`config.mk`:
```
export PLATFORM = sky130hd
export DESIGN_NAME = move_arbiter_flat
export DESIGN_NICKNAME = d
export VERILOG_FILES = /design/src/rtl/move_arbiter_if.sv /design/src/rtl/move_arbiter.sv /design/src/flat_wrapper.sv
export SDC_FILE = /design/constraint.sdc
export NUM_CORES = 1
export LEC_CHECK = 0
export BUFFER_PORTS_ARGS = -buffer_cell sky130_fd_sc_hd__buf_2
export CORE_ASPECT_RATIO = 0.8
export CORE_UTILIZATION = 40
export CTS_BUF_LIST = sky130_fd_sc_hd__clkbuf_2 sky130_fd_sc_hd__clkbuf_4 sky130_fd_sc_hd__clkbuf_8
export CTS_CLUSTER_DIAMETER = 100
export DETAILED_ROUTE_END_ITERATION = 7
export SKIP_LAST_GASP = 1
export SLEW_MARGIN = 10
export SYNTH_ARGS = -nofsm -noshare
export SYNTH_HDL_FRONTEND = slang
export SYNTH_SLANG_ARGS = --single-unit
```
`constraint.sdc`:
```
create_clock -name clk_100MHz -period 7.3 [get_ports clk_100MHz]
set_clock_uncertainty 0.2 [all_clocks]
set_input_delay 0.73 -clock clk_100MHz [delete_from_list [all_inputs] [get_ports clk_100MHz]]
set_output_delay 0.73 -clock clk_100MHz [all_outputs]
set_load 0.1 [all_outputs]
```
`src/rtl/move_arbiter_if.sv`:
```
// Board-side bus of the move arbiter: game control, square buttons, board
// register contents in, validated write strobes and status out.
interface move_arbiter_if;
  logic       clear;
  logic       enable;
  logic [8:0] cuadro;
  logic       random_req;
  logic [8:0] x_pos;
  logic [8:0] o_pos;
  logic       turno_x;
  logic [8:0] wr_x;
  logic [8:0] wr_o;
  logic       move_valid;
  logic       move_reject;
  logic       busy;
  logic       board_full;

  modport master (
    output clear, enable, cuadro, random_req, x_pos, o_pos,
    input  turno_x, wr_x, wr_o, move_valid, move_reject, busy, board_full
  );

  modport slave (
    input  clear, enable, cuadro, random_req, x_pos, o_pos,
    output turno_x, wr_x, wr_o, move_valid, move_reject, busy, board_full
  );
endinterface

```
`src/rtl/move_arbiter.sv`:
```
// Tic-tac-toe move arbiter: turns human presses, random requests and idle
// timeouts into exactly one one-hot write to the X or O board register.
module move_arbiter #(
  parameter int unsigned TIMEOUT_CYCLES = 100000000,
  parameter logic [8:0]  LFSR_SEED      = 9'h1A5
) (
  input logic           clk_100MHz,
  input logic           reset_n,
  move_arbiter_if.slave bus
);
  localparam int TW = (TIMEOUT_CYCLES > 1) ? $clog2(TIMEOUT_CYCLES) : 1;
  localparam logic [TW-1:0] T_LAST = TW'(TIMEOUT_CYCLES - 1);

  typedef enum logic [2:0] {S_IDLE, S_WAIT, S_SEARCH, S_COMMIT, S_SETTLE} state_t;

  state_t        state_q;
  logic          turno_q;
  logic          reject_q;
  logic          full_q;
  logic [TW-1:0] timer_q;
  logic [8:0]    lfsr_q;
  logic [8:0]    prev_cuadro_q;
  logic          prev_rand_q;
  logic [3:0]    tgt_q;

  logic [8:0] occ;
  logic [8:0] rise;
  logic       rand_rise;
  logic       hum_hit;
  logic [3:0] hum_idx;
  logic [3:0] seed_ptr;
  logic [3:0] ptr_next;
  logic       timeout;
  logic       commit_go;

  always_comb begin
    occ       = bus.x_pos | bus.o_pos;
    rise      = bus.cuadro & ~prev_cuadro_q;
    rand_rise = bus.random_req & ~prev_rand_q;
    hum_hit   = |rise;
    hum_idx   = 4'd0;
    // Descending scan so the lowest pressed square is the one that sticks.
    for (int i = 8; i >= 0; i--) begin
      if (rise[i]) hum_idx = 4'(i);
    end
    seed_ptr  = (lfsr_q[3:0] >= 4'd9) ? (lfsr_q[3:0] - 4'd9) : lfsr_q[3:0];
    ptr_next  = (tgt_q == 4'd8) ? 4'd0 : (tgt_q + 4'd1);
    timeout   = (TIMEOUT_CYCLES != 0) && (timer_q == T_LAST);
  end

  // A clear arriving in the COMMIT cycle must kill that cycle's strobe.
  assign commit_go       = (state_q == S_COMMIT) && !bus.clear;
  assign bus.wr_x        = (commit_go && turno_q)  ? (9'b1 << tgt_q) : 9'b0;
  assign bus.wr_o        = (commit_go && !turno_q) ? (9'b1 << tgt_q) : 9'b0;
  assign bus.move_valid  = commit_go;
  assign bus.move_reject = reject_q;
  assign bus.turno_x     = turno_q;
  assign bus.board_full  = full_q;
  assign bus.busy        = (state_q == S_SEARCH) || (state_q == S_COMMIT) ||
                           (state_q == S_SETTLE);

  always_ff @(posedge clk_100MHz or negedge reset_n) begin
    if (!reset_n) begin
      state_q       <= S_IDLE;
      turno_q       <= 1'b1;
      reject_q      <= 1'b0;
      full_q        <= 1'b0;
      timer_q       <= '0;
      lfsr_q        <= LFSR_SEED;
      prev_cuadro_q <= 9'b0;
      prev_rand_q   <= 1'b0;
      tgt_q         <= 4'd0;
    end else begin
      prev_cuadro_q <= bus.cuadro;
      prev_rand_q   <= bus.random_req;
      lfsr_q        <= {lfsr_q[7:0], lfsr_q[8] ^ lfsr_q[4]};
      full_q        <= &occ;
      reject_q      <= 1'b0;
      timer_q       <= '0;

      if (bus.clear) begin
        state_q <= bus.enable ? S_WAIT : S_IDLE;
        turno_q <= 1'b1;
      end else if (!bus.enable && (state_q != S_COMMIT)) begin
        state_q <= S_IDLE;
      end else begin
        unique case (state_q)
          S_IDLE: state_q <= S_WAIT;
          S_WAIT: begin
            if (hum_hit) begin
              if (occ[hum_idx]) begin
                reject_q <= 1'b1;
              end else begin
                tgt_q   <= hum_idx;
                state_q <= S_COMMIT;
              end
            end else if (rand_rise || timeout) begin
              if (full_q) begin
                reject_q <= 1'b1;
              end else begin
                tgt_q   <= seed_ptr;
                state_q <= S_SEARCH;
              end
            end else if (TIMEOUT_CYCLES != 0) begin
              timer_q <= timer_q + 1'b1;
            end
          end
          S_SEARCH: begin
            // Full-board escape keeps the walk bounded even if the board filled late.
            if (&occ) begin
              reject_q <= 1'b1;
              state_q  <= S_WAIT;
            end else if (!occ[tgt_q]) begin
              state_q <= S_COMMIT;
            end else begin
              tgt_q <= ptr_next;
            end
          end
          S_COMMIT: begin
            turno_q <= ~turno_q;
            state_q <= S_SETTLE;
          end
          S_SETTLE: state_q <= S_WAIT;
          default:  state_q <= S_IDLE;
        endcase
      end
    end
  end
endmodule
```
`src/flat_wrapper.sv`:
```
// flat-port wrapper written by rule: the top's interface ports become plain ports
module move_arbiter_flat 
#(
  parameter int unsigned TIMEOUT_CYCLES = 100000000,
  parameter logic [8:0]  LFSR_SEED      = 9'h1A5
)
  (clk_100MHz, reset_n, bus_clear, bus_enable, bus_cuadro, bus_random_req, bus_x_pos, bus_o_pos, bus_turno_x, bus_wr_x, bus_wr_o, bus_move_valid, bus_move_reject, bus_busy, bus_board_full);
  move_arbiter_if bus_i ();
  input logic clk_100MHz;
  input logic reset_n;
  input wire logic [$bits(bus_i.clear)-1:0] bus_clear;
  input wire logic [$bits(bus_i.enable)-1:0] bus_enable;
  input wire logic [$bits(bus_i.cuadro)-1:0] bus_cuadro;
  input wire logic [$bits(bus_i.random_req)-1:0] bus_random_req;
  input wire logic [$bits(bus_i.x_pos)-1:0] bus_x_pos;
  input wire logic [$bits(bus_i.o_pos)-1:0] bus_o_pos;
  output wire logic [$bits(bus_i.turno_x)-1:0] bus_turno_x;
  output wire logic [$bits(bus_i.wr_x)-1:0] bus_wr_x;
  output wire logic [$bits(bus_i.wr_o)-1:0] bus_wr_o;
  output wire logic [$bits(bus_i.move_valid)-1:0] bus_move_valid;
  output wire logic [$bits(bus_i.move_reject)-1:0] bus_move_reject;
  output wire logic [$bits(bus_i.busy)-1:0] bus_busy;
  output wire logic [$bits(bus_i.board_full)-1:0] bus_board_full;
  assign bus_i.clear = bus_clear;
  assign bus_i.enable = bus_enable;
  assign bus_i.cuadro = bus_cuadro;
  assign bus_i.random_req = bus_random_req;
  assign bus_i.x_pos = bus_x_pos;
  assign bus_i.o_pos = bus_o_pos;
  assign bus_turno_x = bus_i.turno_x;
  assign bus_wr_x = bus_i.wr_x;
  assign bus_wr_o = bus_i.wr_o;
  assign bus_move_valid = bus_i.move_valid;
  assign bus_move_reject = bus_i.move_reject;
  assign bus_busy = bus_i.busy;
  assign bus_board_full = bus_i.board_full;
  move_arbiter #(.TIMEOUT_CYCLES(TIMEOUT_CYCLES), .LFSR_SEED(LFSR_SEED)) u_core (.clk_100MHz(clk_100MHz), .reset_n(reset_n), .bus(bus_i));
endmodule
```
==> key figures, run 1 <==
Run status
  – Outcome: completed

Synth
  – FF+latch count, synth: 56
  – Synth cell types: slightly above 60
  – Synth area leader: dfrtp_1
  – Async SR Flop Fraction: 100%
  – Synth top area share: 38.8%
  – Register area share after synthesis: between 40 and 50%
  – Synth area leaders: dfrtp_1 39%, nor2_1 6.9%, dfstp_2 4.9%
  – Syn avg cell area: ~9.5 um^2
  – Post-synth EDFFs: 0
  – Cells after Synth: 340
  – YS warnings: 0
  – Synth Flop Type: dfrtp_1
  – Top-count cell post-synth: nor2_1
  – Syn Std Cell Area: around 3200 um^2
  – Mapped Nets: between 300 and 400
  – Synth cell count leaders: 59 x nor2_1, 50 x dfrtp_1, 28 x nand2_1, 19 x and3_1, 17 x xor2_1

Setup path
  – Slowest stage cell, crit path: dfrtp_1
  – CP Data Required Time: between 6 and 7 ns
  – CP Launch Point: u_core.state_q[0]$_DFFE_PN0P_
  – RR Endpoint: u_core.tgt_q[0]$_DFFE_PN0P_
  – Worst Setup EP: bus_wr_o[1]
  – Worst r2r src: u_core.prev_cuadro_q[0]$_DFF_PN0_
  – CP Capture Type: primary output
  – CP peak stage delay: approximately 0.46 ns
  – Setup Crit Path Kind: reg -> out
  – Number of cells on the worst reg-to-reg path: 8
  – Worst Path Max Fanout: 7
  – Cell Chain, Critical Path: nor2b_1 -> nand2_1 -> nor3_1 -> and3_1 -> buf_2
  – Crit start category: flip-flop
  – WP data arrival: roughly 2.2 ns
  – Setup slack, reg-to-reg: 4.62 ns

Clock network
  – CTS tree: done
  – CTS root buffer: clkbuf_8
  – TritonCTS Buffers: 5
  – Post-CTS Setup Inserts: 0
  – Insertion delay to the later sink of the worst-skew pair: roughly 0.31 ns
  – Worst-path clk slew: 0.10 ns
  – PostCTS Resize Cnt: 0
  – CTS HTree Levels: 2
  – CTS Buffer Depth: 2
  – CTS Sinks: between 50 and 60
  – # hold bufs at CTS: 0

Layout
  – Syn-to-layout area delta: 14.6%
  – Final Net Count: around 440
  – Share of layout cells above drive strength 1: between 20% and 30%
  – Fin area: about 3700 um^2
  – Antenna Cells: 0
  – Filler cell count: between 700 and 800

Drt
  – Routed WL per cell: between 10 and 15 um
  – First-pass detailed-route iteration total: 4
  – Vias: between 2000 and 3000
  – Routed wire length: roughly 6.5 mm
  – Routed Antenna Nets: 0
  – Vias per inst: 5.04
  – Starting DRT DRC Count: 89
  – DRC violations left: 0

Placement
  – GPL Wtd Cong: slightly above 0.8
  – DP Area: between 3000 and 4000 um^2
  – Input/output buffers: 54
  – Detailed-placement wirelength estimate: slightly below 5 mm

Timing
  – Final Hold Fails: 0
  – Final setup viols: 0
  – Final Slew Violations: 0
  – F_max: about 320 MHz
  – Worst slew pin tran: approximately 1.2 ns
  – Period utilization: between 40% and 50%
  – RSZ-0062 raised after global routing: false
  – Fin Setup TNS: 0 ns
  – Relative slew slack: roughly 23%
  – Tmin final: between 3 and 4 ns

Die
  – Initial Utilization: 42.5%
  – Die W: slightly above 100 um
  – Ports: 55
  – DIE AREA: roughly 8400 um^2
  – Num rows: 28
  – Die H: 82.4 um
  – Core ar.: 7600 um^2

Global route
  – Initial antenna violation count: 0
  – First-pass GRT wire length: 11.2 mm
  – Largest net degree at the start of global routing: 57
  – Met1 Usage GRT: between 20% and 30%
  – GR Layer Usage met3: under 10%
  – Number of global-route vias before repair: approximately 2400
  – Routing usage on met2: between 20% and 30%
  – GRT Total Usage: between 10% and 20%
  – GRT Max-Usage Layer: met2
  – Grt ovf: 0

Power and ir drop
  – Sw power: about 0.22 mW
  – Clock Power Share: 26.1%
  – Sw Ratio: roughly a third
  – Combinational power share: a little under a quarter
  – Worst ir drop on vdd: 0.101 mV
  – Flop pwr share: around 51%
  – Cell leakage power: around 1.7 nW
  – Total Power: 0.690 mW
  – Power Density: between 150 and 200 nW/um^2
  – Int Power: 0.466 mW

Hold path
  – Hold crit path type: reg -> reg
  – Hold path startpoint: u_core.lfsr_q[7]$_DFF_PN1_

Run
  – Max cap viols: 0
[cell usage in the layout (no fill, tap or decap), types with 3 or more instances in the layout]
master,synthesis,final
a21oi_1,8,8
a31oi_1,3,3
and2b_1,3,3
and3_1,19,19
buf_2,4,54
clkbuf_8,0,6
dfrtp_1,50,50
dfstp_2,6,6
ha_1,9,9
inv_1,10,10
mux2i_1,3,3
nand2_1,28,28
nand2b_1,8,8
nand3_1,11,11
nand4_1,7,7
nor2_1,59,59
nor2b_1,6,6
nor3_1,4,4
o21ai_0,12,12
o22ai_1,6,6
or3_1,6,6
xnor2_1,11,11
xor2_1,17,17
[logic make-up after synthesis]
family	count (synthesis)	synth area share (%)
AND/OR/NAND/NOR	175	29.0
flip-flops	56	43.6
AO/OA/AOI/OAI	48	10.8
XOR/XNOR	28	7.60
buffers and inverters	16	2.25
adder cells (fa/ha/maj)	9	3.49
multiplexers	8	3.26
[flip-flops by register name, summed over array words and instances, names as in the netlist]
name / count
u_core.state_q: 3
u_core.bus.move_reject: 1
u_core.prev_rand_q: 1
u_core.bus.turno_x: 1
u_core.tgt_q: 4
u_core.prev_cuadro_q: 9
u_core.timer_q: 27
u_core.bus.board_full: 1
u_core.lfsr_q: 9
[worst min path at each step]
| stage | endpoint | slack (ns) | cells after the start |
|---|---|---|---|
| after floorplan | u_core.lfsr_q[7]$_DFF_PN1_ | 0.13 | 0 |
| after global placement | u_core.lfsr_q[7]$_DFF_PN1_ | 0.14 | 0 |
| after detailed placement | u_core.lfsr_q[7]$_DFF_PN1_ | 0.14 | 0 |
| after CTS | u_core.lfsr_q[7]$_DFF_PN1_ | 0.16 | 0 |
| after global routing | u_core.lfsr_q[7]$_DFF_PN1_ | 0.17 | 0 |
| final | u_core.lfsr_q[8]$_DFF_PN1_ | 0.16 | 0 |
[metrics by stage]
step,hold WS (ns),util (%),setup slack [ns],instances
6_report,0.159,48.7,4.14,502
2_1_floorplan,0.133,-,2.60,340
3_3_place_gp,0.138,47.4,4.13,494
3_5_place_dp,0.137,47.4,4.11,494
4_1_cts,0.160,48.7,4.15,502
5_1_grt,0.167,48.7,3.96,502
[critical path: cells and delay by family (launching register included)]
kind                   cells  cell delay, ns
buffers and inverters      1            0.42
DFF                        1            0.46
and+or+nand+nor            4            1.04
[routing by layer]
layer / share of wire (%) / up-vias / wire, um
met1: 55 / 1182 / 3590
met5: 0 / - / 0
met4: 0.78 / 0 / 51
met3: 3.1 / 5 / 201
li1: - / 1294 / -
met2: 41 / 47 / 2680
[power groups by stage]
stage / clock network (mW) / registers (mW) / logic [mW]
3_3_place_gp: 0 / 0.357 / 0.157
4_1_cts: 0.188 / 0.350 / 0.159
6_report: 0.180 / 0.350 / 0.159
5_1_grt: 0.198 / 0.355 / 0.182
3_5_place_dp: 0 / 0.356 / 0.159
2_1_floorplan: 0 / 0.350 / 0.116
[final cells by class]
class / count / area (um^2) / share of cell area, %
Multi-Input combinational cell: 268 / 1750 / 47.2
Clock buffer: 7 / 90.1 / 2.43
Tap cell: 105 / 131 / 3.55
Inverter: 10 / 37.5 / 1.01
Sequential cell: 56 / 1410 / 38.1
Timing Repair Buffer: 55 / 278 / 7.51
Clock inverter: 1 / 7.51 / 0.203
No activity file was read; power rests on OpenSTA's default activity.
==> run 2, diff against run 1 <==
==> constraint.sdc (replaced) <==
create_clock -name clk_100MHz -period 2.6 [get_ports clk_100MHz]
set_clock_uncertainty 0.2 [all_clocks]
set_input_delay 0.26 -clock clk_100MHz [delete_from_list [all_inputs] [get_ports clk_100MHz]]
set_output_delay 0.26 -clock clk_100MHz [all_outputs]
set_load 0.1 [all_outputs]
==> key figures, run 2 (same netlist as run 1, synthesis figures left out) <==
Layout
  – Util after Layout: 54.1% (+5.5 points)
  – Most frequent cells in the layout: 55 x nor2_1, 49 x dfrtp_1, 41 x buf_2, 27 x nand2_1
  – Syn-to-layout area delta: 27.5%
  – Commonest non-fill, non-tap cell in the layout: nor2_1
  – Top flop regs: u_core.timer_q: 27 flops, u_core.lfsr_q: 9 flops, u_core.prev_cuadro_q: 9 flops
  – Antenna Cells: 0 (unchanged)
  – Final Net Count: 465 (+6.4%)
  – Fin cells: 530 (+5.6%)
  – Max FFs per register: 27 (unchanged)
  – Biggest register: u_core.timer_q
  – Fin area: 4120 um^2 (+11%)
  – Share of layout cells above drive strength 1: 28.5% (+5.0 points)

Power and ir drop
  – Total Power: 2.00 mW (+190%)
  – Worst ir drop on vdd: 0.380 mV (+280%)
  – Power Density: 486 nW/um^2 (+160%)
  – Cell leakage power: 1.82 nW (+9.4%)

Placement
  – Input/output buffers: 54 (unchanged)
  – Detailed-placement wirelength estimate: 5.11 mm (+4.2%)
  – Place WS: 0.00927 ns (-4.10 ns)
  – Placed cells: 509 (+3.0%)
  – DP Area: 3840 um^2 (+6.6%)
  – GPL Wtd Cong: 0.822 (+2.1%)

Setup path
  – CP Data Required Time: 2.60 ns (-3.77 ns)
  – Worst Path Max Fanout: 3 (-4)
  – Setup slack, reg-to-reg: 0.1 ns (-4.52 ns)
  – WP data arrival: 2.50 ns (+0.27 ns)
  – Setup Crit Path Kind: reg -> reg
  – Crit start category: flip-flop
  – CP Capture Type: flip-flop

Timing
  – Final Hold Fails: 0 (unchanged)
  – F_max: between 300 and 400 MHz
  – Hold slack: 0.0441 ns (-0.115 ns)
  – Fin Setup TNS: 0 ns (unchanged)
  – Worst slew pin tran: 0.534 ns (-0.619 ns)
  – Final Slew Violations: 0 (unchanged)
  – Tmin final: 2.50 ns
  – Period utilization: 96.3%
  – Final setup viols: 0 (unchanged)
  – Relative slew slack: 64.4% (+42 points)
  – Final worst setup slack: 0.0972 ns (-4.04 ns)

Die
  – Core ar.: 7600 um^2 (unchanged)
  – Num rows: 28 (unchanged)
  – DIE AREA: 8440 um^2 (unchanged)
  – Ports: 55 (unchanged)
  – Initial Utilization: 42.5% (unchanged)
  – Die W: 102 um (unchanged)
  – Die H: 82.4 um (unchanged)

Clock network
  – TritonCTS Buffers: 5 (unchanged)
  – Insertion delay to the later sink of the worst-skew pair: 0.31 ns (about the same)
  – CTS HTree Levels: 2 (unchanged)
  – CTS Buffer Depth: 2 (unchanged)
  – Worst-path clk slew: 0.10 ns (about the same)
  – CTS Sinks: 56 (unchanged)
  – CTS root buffer: clkbuf_8
  – CTS tree: done

Global route
  – GRT Total Usage: 18.3% (+1.2 points)
  – Grt ovf: 0 (unchanged)
  – Number of global-route vias before repair: 2561 (+7.7%)
  – First-pass GRT wire length: 11.9 mm (+6.3%)
  – Initial antenna violation count: 0 (unchanged)
  – Largest net degree at the start of global routing: 35 (-39%)

Run
  – Max cap viols: 0 (unchanged)

Drt
  – Routed Antenna Nets: 0 (unchanged)
  – Vias per inst: 4.98 (-1.0%)
  – Routed WL per cell: 12.8 um (-1.5%)
  – DRC violations left: 0 (unchanged)
  – First-pass detailed-route iteration total: 4 (unchanged)
  – Vias: 2641 (+4.5%)
  – Starting DRT DRC Count: 128 (+44%)
  – Routed wire length: 6.78 mm (+4.0%)

Run status
  – Outcome: completed

Hold path
  – Hold crit path type: in -> reg
## run 2: changes by cell type in the layout (fill, tap and decap cells not counted), moves of 3 or more
cell and delta:
buf_12 +7, nor2_1 -4, buf_2 -13, buf_4 +18
clkbuf_4 +3, dlygate4sd3_1 +12
## run 2: cell type report
type	count	area, um^2
fill	736	3490
inverter	10	37.5
multi-input combinational	268	1800
clock buffer	7	90.1
sequential	56	1410
tap	105	131
clock inverter	1	7.51
timing repair buffer	83	642
## run 2: worst max-delay path: stages, from the launching register on
cell and delay [ns]:
dfrtp_1 0.33, and2b_1 0.18, or3_1 0.36, o22ai_2 0.16
mux2_4 0.32, and3_4 0.18, a41oi_4 0.23, nand3_4 0.13
mux2_4 0.31
## run 2: final timing paths
kind	cells after the start	to	start
worst max-delay path	8	u_core.tgt_q[2]$_DFFE_PN0P_	u_core.prev_cuadro_q[0]$_DFF_PN0_
worst min register to register	0	u_core.lfsr_q[7]$_DFF_PN1_	u_core.lfsr_q[6]$_DFF_PN0_
worst min-delay path	2	u_core.state_q[2]$_DFFE_PN0P_	bus_clear
max in group asynchronous	3	u_core.bus.turno_x$_DFFE_PN1P_	reset_n
min in group asynchronous	2	u_core.prev_cuadro_q[7]$_DFF_PN0_	reset_n
worst max register to register	8	u_core.tgt_q[2]$_DFFE_PN0P_	u_core.prev_cuadro_q[0]$_DFF_PN0_
## run 2: power breakdown
| group | switching (mW) | internal [mW] | leakage, nW |
|---|---|---|---|
| Clock | 0.274 | 0.228 | 0.0479 |
| Combinational | 0.305 | 0.221 | 1.04 |
| Sequential | 0.0629 | 0.912 | 0.728 |
| Total | 0.641 | 1.36 | 1.82 |
## run 2: repair_timing
item	4_1_cts	5_1_grt
buffers inserted	0	2
resized for setup	2	13
hold buffers	12	0
pin swaps	0	4
hold endpoints to repair	29	0
endpoints found under the setup margin	3	17
## run 2: layer usage
metal / up-vias / routed length, um / track usage (%)
met5: - / 0 / 0
met3: 7 / 283 / 2.86
met1: 1222 / 3640 / 27.2
met4: 0 / 77 / 5.57
li1: 1348 / - / -
met2: 64 / 2780 / 27.2
==> run 3, diff against run 2 <==
--- a/config.mk
+++ b/config.mk
@@ -7,6 +7,7 @@
 export LEC_CHECK = 0
 export BUFFER_PORTS_ARGS = -buffer_cell sky130_fd_sc_hd__buf_2
 export CORE_ASPECT_RATIO = 0.8
+export CORE_MARGIN = 4
 export CORE_UTILIZATION = 40
 export CTS_BUF_LIST = sky130_fd_sc_hd__clkbuf_2 sky130_fd_sc_hd__clkbuf_4 sky130_fd_sc_hd__clkbuf_8
 export CTS_CLUSTER_DIAMETER = 100
==> key figures, run 3 (same netlist as run 1, synthesis figures left out) <==
Clock network
  – CTS Buffer Depth: 2 (unchanged)
  – CTS Sinks: 56 (unchanged)
  – CTS HTree Levels: 2 (unchanged)
  – Worst-path clk slew: 0.11 ns (about the same)
  – TritonCTS Buffers: 5 (unchanged)
  – Post-CTS Setup Inserts: 0 (unchanged)
  – Insertion delay to the later sink of the worst-skew pair: 0.31 ns (about the same)
  – CTS root buffer: clkbuf_8
  – CTS tree: done

Power and ir drop
  – Power Density: 484 nW/um^2 (-0.44%)
  – Sw Ratio: 33.7% (+1.7 points)
  – Sw power: 0.680 mW (+6.0%)
  – Clock Power Share: 25.0% (about the same)
  – Combinational power share: 26.8% (+0.5 points)
  – Flop pwr share: 48.2% (-0.5 points)
  – Cell leakage power: 1.84 nW (+1.1%)
  – Worst ir drop on vdd: 0.270 mV (-29%)
  – Int Power: 1.33 mW (-1.9%)

Drt
  – Routed wire length: 7.20 mm (+6.1%)
  – Vias: 2680 (+1.5%)
  – DRC violations left: 0 (unchanged)
  – First-pass detailed-route iteration total: 4 (unchanged)
  – Starting DRT DRC Count: 99 (-23%)
  – Routed WL per cell: 13.4 um (+4.9%)
  – Vias per inst: 5.00 (+0.34%)
  – Routed Antenna Nets: 0 (unchanged)

Hold path
  – Hold crit path type: in -> reg

Layout
  – Top flop regs: u_core.timer_q: 27 flops, u_core.lfsr_q: 9 flops, u_core.prev_cuadro_q: 9 flops
  – Biggest register: u_core.timer_q
  – Fin cells: 536 (+1.1%)
  – FF/Latch Area: 1410 um^2 (about the same)
  – Final Net Count: 468 (+0.65%)
  – Multi-input gate area in the final layout: 1810 um^2 (+0.84%)
  – Fin area: 4160 um^2 (+1.1%)
  – Syn-to-layout area delta: 28.9%
  – Commonest non-fill, non-tap cell in the layout: nor2_1
  – Most frequent cells in the layout: 55 x nor2_1, 50 x dfrtp_1, 42 x buf_2, 27 x nand2_1
  – Antenna Cells: 0 (unchanged)
  – Share of layout cells above drive strength 1: 29.2% (+0.74 points)
  – Max FFs per register: 27 (unchanged)
  – Filler cell count: 744 (+1.1%)
  – Util after Layout: 52.6% (-1.6 points)

Setup path
  – CP peak stage delay: 0.54 ns (+0.18 ns)
  – Cell Chain, Critical Path: buf_2 -> dlygate4sd3_1 -> buf_4 -> nand2b_1 -> o221ai_1 -> o22ai_1 -> mux2_4 -> and3_4 -> a41oi_4 -> nand3_4 -> mux2_4
  – Worst Path Max Fanout: 4 (+1)
  – CP Data Required Time: 2.61 ns (about the same)
  – WP data arrival: 2.53 ns (+0.03 ns)
  – Setup Crit Path Kind: in -> reg
  – Worst path most repeated cell: mux2_4
  – Slowest stage cell, crit path: dlygate4sd3_1
  – Crit start category: input port
  – Crit path buf inv count: 3 (+3)
  – CP Capture Type: flip-flop
  – Crit-path leading delay family: buffers and inverters

Placement
  – Detailed-placement wirelength estimate: 5.47 mm (+7.1%)
  – Input/output buffers: 54 (unchanged)
  – DP Area: 3870 um^2 (+0.88%)
  – GPL Wtd Cong: 0.762 (-7.3%)
  – Placed cells: 516 (+1.4%)
  – Place WS: -0.0233 ns (-0.0326 ns)

Die
  – Ports: 55 (unchanged)
  – Num rows: 29 (+3.6%)
  – Initial Utilization: 40.8% (-1.7 points)
  – DIE AREA: 9580 um^2 (+14%)
  – Core ar.: 7910 um^2 (+4.0%)
  – Die W: 108 um (+5.9%)
  – Die H: 88.4 um (+7.3%)

Timing
  – Worst slew pin tran: 0.730 ns (+0.195 ns)
  – Final Slew Violations: 0 (unchanged)
  – F_max: 396 MHz (-0.93%)
  – Final worst setup slack: 0.0738 ns (-0.0234 ns)
  – Final setup viols: 0 (unchanged)
  – Relative slew slack: 51.4% (-13 points)
  – Tmin final: 2.53 ns (+0.0234 ns)
  – Final Hold Fails: 0 (unchanged)
  – RSZ-0062 raised after global routing: true
  – Period utilization: 97.2% (+0.90 points)

Global route
  – Number of global-route vias before repair: 2611 (+2.0%)
  – GRT Total Usage: 15.5% (-2.7 points)
  – Largest net degree at the start of global routing: 34 (-2.9%)
  – Initial antenna violation count: 0 (unchanged)
  – First-pass GRT wire length: 12.0 mm (+1.3%)
  – Grt ovf: 0 (unchanged)

Run status
  – Outcome: completed

Run
  – Max cap viols: 0 (unchanged)
[run 3: path summary, 6_finish.rpt]
check / startpoint / end / slack (ns) / depth (start not counted)
setup / recovery: bus_cuadro[4] / u_core.tgt_q[0]$_DFFE_PN0P_ / 0.07 / 11
hold / removal: bus_clear / u_core.state_q[2]$_DFFE_PN0P_ / 0.05 / 2
setup reg to reg: u_core.prev_cuadro_q[0]$_DFF_PN0_ / u_core.tgt_q[0]$_DFFE_PN0P_ / 0.08 / 8
hold reg to reg: u_core.lfsr_q[7]$_DFF_PN1_ / u_core.lfsr_q[8]$_DFF_PN1_ / 0.16 / 0
max in group asynchronous: reset_n / u_core.lfsr_q[7]$_DFF_PN1_ / 1.13 / 3
min in group asynchronous: reset_n / u_core.timer_q[22]$_DFF_PN0_ / 0.34 / 2
[run 3: area by class of cell]
type                            instances  share of cell area [%]
Clock buffer                            5                    1.65
Clock inverter                          3                   0.662
Inverter                               10                   0.902
Multi-Input combinational cell        268                    43.6
Sequential cell                        56                    33.9
Tap cell                              108                    3.25
Timing Repair Buffer                   86                    16.1
[run 3: timing repair]
item,in CTS,in global routing
setup endpoints to repair,1,18
endpoints found under the hold margin,39,0
hold buffers,12,0
pin swaps,0,2
gates resized for setup,1,22
[run 3: stage by stage]
step                power [mW]  hold WS (ns)  TNS, ns
finish                    2.01        0.0514        0
detailed placement        1.50         0.140  -0.0398
floorplan                 1.31        -0.236    -1.69
global placement          1.48         0.134        0
CTS                       2.02        0.0352        0
global route              2.13        0.0500   -0.131
[run 3: routing by layer]
metal,vias up,global-route usage (%),share of wire (%)
met3,11,2.77,4.6
met4,0,4.36,1.3
met5,-,0,0
met2,62,24.1,44
met1,1247,22.4,50
li1,1360,-,-
[run 3: power by group through the flow]
stage                     sequential (mW)  combinational (mW)  clock (mW)
after floorplan                     0.984               0.331           0
after global placement              0.989               0.495           0
after detailed placement            0.989               0.509           0
after CTS                           0.971               0.526       0.525
after global routing                0.983               0.597       0.552
final                               0.972               0.539       0.504
